--- src/rtl/ecpeta_pipe.sv ---
// ECPETA approximate adder, 2-stage valid/ready pipeline with runtime approximate width.
// Define ECPETA_ERRSTAT_EN to build the error-statistics unit (err_cnt/err_max).
module ecpeta_pipe #(
  parameter int N  = 16,
  parameter int K  = 11,
  parameter int KW = $clog2(K + 1)
) (
  input  logic          clk,
  input  logic          rst,
  input  logic          in_valid,
  output logic          in_ready,
  input  logic [N-1:0]  A,
  input  logic [N-1:0]  B,
  input  logic [KW-1:0] k_sel,
  output logic          out_valid,
  input  logic          out_ready,
  output logic [N-1:0]  sum,
  output logic          cout,
  input  logic          stat_clr,
  output logic [31:0]   err_cnt,
  output logic [N:0]    err_max
);

  logic          adv;
  logic [KW-1:0] ke_d, ke_q;
  logic [N-1:0]  lo_d, lo_q;
  logic          g_d, g_q;
  logic [N-1:0]  a_q, b_q;
  logic          s1_valid_q;
  logic [N:0]    upper_d, res_d;
  logic [N-1:0]  sum_q;
  logic          cout_q;
  logic          out_valid_q;
  int unsigned   kei;

  assign adv       = !out_valid_q || out_ready;
  assign in_ready  = adv;
  assign out_valid = out_valid_q;
  assign sum       = sum_q;
  assign cout      = cout_q;

  // Stage 1 input side: clamp width, OR the lower bits, half-add the top approximate bit.
  always_comb begin
    ke_d = (k_sel > KW'(K)) ? KW'(K) : k_sel;
    kei  = 32'(ke_d);
    lo_d = '0;
    g_d  = 1'b0;
    for (int unsigned i = 0; i < N; i++) begin
      if (i + 1 < kei) begin
        lo_d[i] = A[i] | B[i];
      end else if (i + 1 == kei) begin
        lo_d[i] = A[i] ^ B[i];
        g_d     = A[i] & B[i];
      end
    end
  end

  // Stage 2 input side: exact add of the upper slices, realigned and merged with the lower part.
  always_comb begin
    upper_d = ({1'b0, a_q >> ke_q} + {1'b0, b_q >> ke_q} + {{N{1'b0}}, g_q}) << ke_q;
    res_d   = upper_d | {1'b0, lo_q};
  end

  always_ff @(posedge clk or posedge rst) begin
    if (rst) begin
      s1_valid_q  <= 1'b0;
      a_q         <= '0;
      b_q         <= '0;
      ke_q        <= '0;
      lo_q        <= '0;
      g_q         <= 1'b0;
      out_valid_q <= 1'b0;
      sum_q       <= '0;
      cout_q      <= 1'b0;
    end else if (adv) begin
      s1_valid_q <= in_valid;
      if (in_valid) begin
        a_q  <= A;
        b_q  <= B;
        ke_q <= ke_d;
        lo_q <= lo_d;
        g_q  <= g_d;
      end
      out_valid_q <= s1_valid_q;
      if (s1_valid_q) begin
        {cout_q, sum_q} <= res_d;
      end
    end
  end

`ifdef ECPETA_ERRSTAT_EN
  logic [N:0]  exact_q;
  logic [N:0]  approx;
  logic [N:0]  diff;
  logic [31:0] err_cnt_q;
  logic [N:0]  err_max_q;
  logic        xfer;

  assign xfer    = out_valid_q && out_ready;
  assign approx  = {cout_q, sum_q};
  assign diff    = (exact_q >= approx) ? (exact_q - approx) : (approx - exact_q);
  assign err_cnt = err_cnt_q;
  assign err_max = err_max_q;

  // Exact sum travels alongside the approximate result so the compare happens at transfer.
  always_ff @(posedge clk or posedge rst) begin
    if (rst) begin
      exact_q   <= '0;
      err_cnt_q <= '0;
      err_max_q <= '0;
    end else begin
      if (adv && s1_valid_q) begin
        exact_q <= {1'b0, a_q} + {1'b0, b_q};
      end
      if (stat_clr) begin
        err_cnt_q <= '0;
        err_max_q <= '0;
      end else if (xfer && (approx != exact_q)) begin
        if (err_cnt_q != '1) begin
          err_cnt_q <= err_cnt_q + 32'd1;
        end
        if (diff > err_max_q) begin
          err_max_q <= diff;
        end
      end
    end
  end
`else
  logic unused_stat_clr;
  assign unused_stat_clr = stat_clr;
  assign err_cnt         = '0;
  assign err_max         = '0;
`endif

endmodule

--- config.mk ---
export PLATFORM = sky130hd
export DESIGN_NAME = ecpeta_pipe
export DESIGN_NICKNAME = d
export VERILOG_FILES = /design/src/rtl/ecpeta_pipe.sv
export SDC_FILE = /design/constraint.sdc
export NUM_CORES = 1
export LEC_CHECK = 0
export CAP_MARGIN = 20
export CELL_PAD_IN_SITES_DETAIL_PLACEMENT = 0
export CELL_PAD_IN_SITES_GLOBAL_PLACEMENT = 1
export CORE_UTILIZATION = 43
export DETAILED_ROUTE_END_ITERATION = 12
export GPL_ROUTABILITY_DRIVEN = 0
export GPL_TIMING_DRIVEN = 0
export HOLD_SLACK_MARGIN = 0.12
export PLACE_DENSITY = 0.85
export SYNTH_ARGS = -nofsm -noshare
export SYNTH_HDL_FRONTEND = slang
export SYNTH_SLANG_ARGS = --single-unit
--- constraint.sdc ---
create_clock -name clk -period 11.4 [get_ports clk]
set_input_delay 2.28 -clock clk [delete_from_list [all_inputs] [get_ports clk]]
set_output_delay 2.28 -clock clk [all_outputs]
set_load 0.02 [all_outputs]
## Yosys cells after proc, flatten, opt, wreduce, memory -nomap -nowiden

Index checks and enable logic that the tools add are counted.

| storage, ports and cells | value |
|---|---|
| flip-flop bits (word level) | 71 |
| bits of input ports | 41 |
| output and inout bits | 68 |
| logic and storage cells | 152 |

| operators by class | value |
|---|---|
| add/subtract/negate cells | 2 |
| $lt $le $gt $ge | 15 |
| eq/ne operators | 15 |
| shift-type cells | 3 |
| multiplexer cells | 59 |
| bitwise gates (word level) | 45 |
| reduce and logical (&&, ||, !) cells | 4 |

Operator list:

| operator | number |
|---|---|
| 1-bit 2-to-1 mux | 58 |
| 4-bit == test, first input constant | 8 |
| 16-bit by 4-bit >> shifter with 16-bit output | 2 |
| 4-bit < comparator, first input constant | 7 |
| 16-bit by 16-bit adder with 17-bit output | 1 |
| 17-bit by 1-bit adder with 17-bit output | 1 |
| 17-bit by 15-bit bitwise OR with 17-bit output | 1 |
| 17-bit by 4-bit left shift with 17-bit output | 1 |
| 3-bit by 4-bit == test with 1-bit output, first input constant | 4 |
| 3-bit by 4-bit < comparator with 1-bit output, first input constant | 4 |
| 1-bit bitwise AND | 15 |
| 1-bit XOR | 15 |
| 1-bit bitwise OR | 14 |
| 2-bit by 4-bit == test with 1-bit output, first input constant | 2 |
| 2-bit by 4-bit < comparator with 1-bit output, first input constant | 2 |
| 1-bit by 4-bit == test with 1-bit output, first input constant | 1 |
| 4-bit > comparator, second input constant | 1 |
| 1-bit by 4-bit < comparator with 1-bit output, first input constant | 1 |
| 4-bit 2-to-1 mux | 1 |
| 2-bit AND reduction | 2 |
| 1-bit logical NOT | 1 |
| 1-bit logical OR | 1 |

## Depth between registers and ports, before layout

| depth | value |
|---|---|
| depth in word-level cells | 32 |
| mapped depth | 19 |
| gate-level depth less buffers | 17 |

## Least setup slack after synthesis

Ideal clock, no wire load.

| timing path | value |
|---|---|
| kind | input -> output |
| from | in out_ready |
| to | out in_ready |
| data arrival time | 2.675 ns |
| data required time | 9.120 ns |
| setup slack | 6.445 ns |
| cell stages on the path | 2 |
| path buffers | 1 |
| cells stage by stage | nand2b_1 > clkbuf_1 |

| on the way | value |
|---|---|
| longest elaborated chain between the ends | 1 |

Ends and longest elaborated chain:

| what | line | text |
|---|---|---|
| from (decl) | 16 | `input logic out_ready,` |
| 1-bit logical OR | 36 | `assign adv = !out_valid_q \|\| out_ready;` |
| to (decl) | 11 | `output logic in_ready,` |

Every way passes these cells.

## Worst setup path after layout

Same ends and word-level chain as after synthesis.

==> Flow_metrics.wiki <==
{| class="wikitable"
! Metric !! Value
|-
| Run status || finished, final reports clean
|-
| TritonCTS Buffers || 9
|-
| Instance area after placement || 7410 sq um
|-
| Post-cts gate resize count || 0
|-
| Detailed-route via count || 6416
|-
| Root Buffer || clkbuf_16
|-
| Critical path buffers and inverters || 3
|-
| Total Die Area || 15500 sq um
|-
| First-pass GRT wire length || 32400 um
|-
| Antenna violations before repair || 0
|-
| Startpoint of the most critical register-to-register path || ke_q[1]
|-
| Setup repair bufs after CTS || 0
|-
| Setup crit end kind || output pin
|-
| Post-synth top flop || dfrtp_1
|-
| Footprint of the flip-flops and latches || 1780 sq um
|-
| Syn Inst Count || 822
|-
| Worst clock skew || 0.00738 ns
|-
| Number of detailed-route iterations in the first pass || 5
|-
| Final worst path period need || 6.03 ns
|-
| Area added between synthesis and finish || 19.8%
|-
| Total overflow reported by the global router || 0
|-
| Actual transition at the worst max-transition pin || 0.867 ns
|-
| Clock edge transition at the registers on the reported setup and hold paths || 0.05 ns
|-
| Slowest CP cell || clkdlybuf4s50_1
|-
| Total count of hold-check failures in the final report || 0
|-
| Ordered cell list for the critical path || clkdlybuf4s50_1 -> nand2b_1 -> clkbuf_1 -> clkdlybuf4s50_1
|-
| Number of cell rows || 44
|-
| Most frequent cell on the critical path || clkdlybuf4s50_1
|-
| Fraction of layout cells with a size suffix above 1 || 11.0%
|-
| Clock tree from TritonCTS || yes
|-
| Maximum number of pins on one net before global-route repair || 72
|-
| Area taken by multi-input logic gates || 4060 sq um
|-
| Number of clock sinks || 71
|-
| Unique cell type count in the Yosys netlist || 72
|-
| Leakage power || 3.65 nW
|-
| Mean routed wirelength per cell || 18.2 um
|-
| Launch point of the worst path || out_ready
|-
| Final routed wirelength across all metal layers || 20500 um
|-
| Violation count after the first detailed-route iteration || 574
|-
| Number of setup violations in the final report || 0
|-
| Reg2reg setup slack || 5.54 ns
|-
| Final HPWL from detailed placement || 16200 um
|-
| Largest incremental delay on the critical path || 0.67 ns
|-
| Clock Path Buffers || 2
|-
| Ratio of routed vias to standard cells || 5.70
|-
| Crit path arrival time || 3.75 ns
|-
| Initial core utilization || 44.2%
|-
| Hold WC Path Type || reg2reg
|-
| Antenna cells || 0
|-
| Max-cap violations || 0
|-
| Worst-Skew Late Latency || 0.34 ns
|-
| Startpoint type of the worst setup path || input port
|-
| Peak Freq || 0.166 GHz
|-
| Sequential cell area fraction in the yosys report || 27.6%
|-
| Min-delay src || sum[4]
|-
| Post-layout net count || 1017
|-
| Average size of a mapped cell || 7.84 sq um
|-
| Required @ worst endpoint || 9.12 ns
|-
| Peak supply drop || 0.111 mV
|-
| Slew margin rel. || 42.2%
|-
| Synth warn || 0
|-
| Number of enable flip-flop cells after synthesis || 0
|-
| Setup repair after global routing missed its margin || no
|-
| Top delay family on crit path || buffers and inverters
|-
| Global-route total usage across every layer || 26.6%
|-
| CP max FO || 7
|-
| Die height || 124 um
|-
| Area of all placed cells without fillers || 7710 sq um
|-
| Number of buffers inserted by hold repair at cts || 0
|-
| Post-detailed-route count of antenna-violating nets || 0
|-
| Number of remaining DRC errors || 0
|-
| Post-synth ARST share || 100%
|-
| Die width || 124 um
|-
| Total count of max-transition violations in the final report || 0
|-
| Synthesized area || 6440 sq um
|-
| Total power density per cell area || 205 nW/um^2
|-
| Setup_tns || 0 ns
|-
| Count of buffers from port buffering || 56
|-
| Number of levels in the clock H-tree || 3
|-
| Finished Core Util || 52.9%
|-
| Fin crit share || 52.9%
|-
| Core Footprint || 14600 sq um
|-
| Vias in the first global route || 5853
|-
| Count of boundary I/O pins || 109
|-
| Count of fill cells added during filler insertion || 1432
|-
| Critical path class || in2out
|-
| Number of register bits inferred by synthesis || 71
|}
-- metal layers --
layer	vias up	track usage, %	wire [um]
met3	68	4.38	1480
met4	0	12.7	807
li1	3050	-	-
met2	309	39.8	9080
met5	-	0	0
met1	2989	37.1	9140
-- power breakdown --
| part | internal (mW) | switching, mW | total, mW |
|---|---|---|---|
| Sequential | 0.309 | 0.0453 | 0.354 |
| Combinational | 0.368 | 0.575 | 0.942 |
| Clock | 0.175 | 0.107 | 0.282 |
| Total | 0.852 | 0.727 | 1.58 |
-- worst register-to-register path, stage by stage, from the launching register on --
cell       delay [ns]
dfrtp_1          0.32
clkbuf_1         0.42
buf_1            0.52
clkbuf_1         0.58
mux2i_1          0.35
nand2_1          0.12
a311oi_1         0.29
a21oi_1          0.10
fa_1             0.49
inv_1            0.10
fa_1             0.26
nor2b_4          0.07
o31a_1           0.29
or3_1            0.41
and2_1           0.20
mux4_2           0.52
a2111oi_0        0.57
a21oi_1          0.14
-- cells in the mapped netlist, drive strengths merged (3+ instances only) --
cell | n | share of area, %
a211oi | 16 | 1.9
xor2 | 3 | 0.41
o311ai | 3 | 0.52
nor4 | 4 | 0.39
nand3 | 10 | 0.78
nor2 | 68 | 4.0
nor2b | 9 | 0.99
o211ai | 3 | 0.35
a21o | 6 | 0.70
a211o | 4 | 0.54
buf | 63 | 6.6
o211a | 3 | 0.47
and3 | 9 | 0.87
o21a | 7 | 0.82
clkbuf | 47 | 2.7
nand4 | 3 | 0.29
mux2 | 21 | 3.7
o21ai | 76 | 5.9
a31oi | 16 | 1.6
nand2 | 93 | 5.4
xnor2 | 7 | 0.95
dfrtp | 71 | 28
nor3 | 17 | 1.3
nand2b | 3 | 0.29
o22ai | 11 | 1.1
inv | 48 | 2.8
a311oi | 6 | 0.82
a21oi | 60 | 4.8
o31ai | 7 | 0.82
and2 | 16 | 1.6
ha | 37 | 7.2
mux4 | 3 | 1.0
mux2i | 27 | 4.2
or3 | 3 | 0.29
-- path summary, 6_finish.rpt --
| kind | to | depth (start not counted) |
|---|---|---|
| worst max-delay path | in_ready | 4 |
| worst min-delay path | sum[4] | 2 |
| worst max register to register | sum[10] | 17 |
| worst min register to register | sum[4] | 2 |
| max in group asynchronous | lo_q[14] | 2 |
| min in group asynchronous | b_q[13] | 2 |
-- cell usage in the layout, fill, tap and decap left out, types with 4 or more instances in the layout --
master	synthesis	layout
xnor2_1	7	7
o31ai_1	7	7
mux2_2	21	21
nor2b_1	8	8
a21o_1	6	6
buf_1	12	12
a31oi_1	16	16
and2_1	15	15
and3_1	9	9
a211oi_1	16	16
clkdlybuf4s50_1	0	56
clkbuf_16	0	9
a21oi_1	58	58
a311oi_1	6	6
nand3_1	10	10
nor4_1	4	4
clkbuf_1	47	48
o21ai_0	73	73
a211o_1	4	4
conb_1	1	49
ha_1	37	37
nor2_1	68	68
dfrtp_1	71	71
o21a_1	7	7
o22ai_1	11	11
nor3_1	17	17
buf_4	50	50
mux2i_1	27	27
nand2_1	93	93
inv_1	46	45
-- layout make-up --
cell class | count | share of cell area [%]
Sequential cell | 71 | 23.0
Timing Repair Buffer | 56 | 7.27
Buffer | 110 | 7.80
Multi-Input combinational cell | 641 | 52.7
Clock buffer | 11 | 3.15
Inverter | 48 | 2.37
Tap cell | 184 | 2.98
Clock inverter | 5 | 0.730
-- state kept, by name (all words and copies together) (netlist names) --
register and count:
cout 1, lo_q 15, b_q 16, sum 16, ke_q 4, a_q 16, s1_valid_q 1, g_q 1
out_valid 1
-- cells by family (layout without fill, tap and decap cells) --
family | count (synthesis) | after routing | share of synthesized area, %
AOI/OAI and AO/OA | 252 | 252 | 25.4
and+or+nand+nor | 240 | 240 | 16.8
buffers and inverters | 158 | 230 | 12.1
other | 1 | 49 | 0.0582
xor gates and xnor gates | 10 | 10 | 1.36
DFF | 71 | 71 | 27.6
adders and majority gates | 39 | 39 | 7.81
muxes | 51 | 51 | 8.92
-- per-stage QoR --
stage,hold WS [ns],power (mW),instances,worst slack [ns]
2_1_floorplan,0.445,0.984,870,6.44
3_3_place_gp,0.460,1.27,1110,5.35
3_5_place_dp,0.462,1.27,1110,5.36
4_1_cts,0.473,1.56,1126,5.36
5_1_grt,0.518,1.67,1126,5.30
6_report,0.464,1.58,1126,5.37
Power figures use the tool's default switching activity.
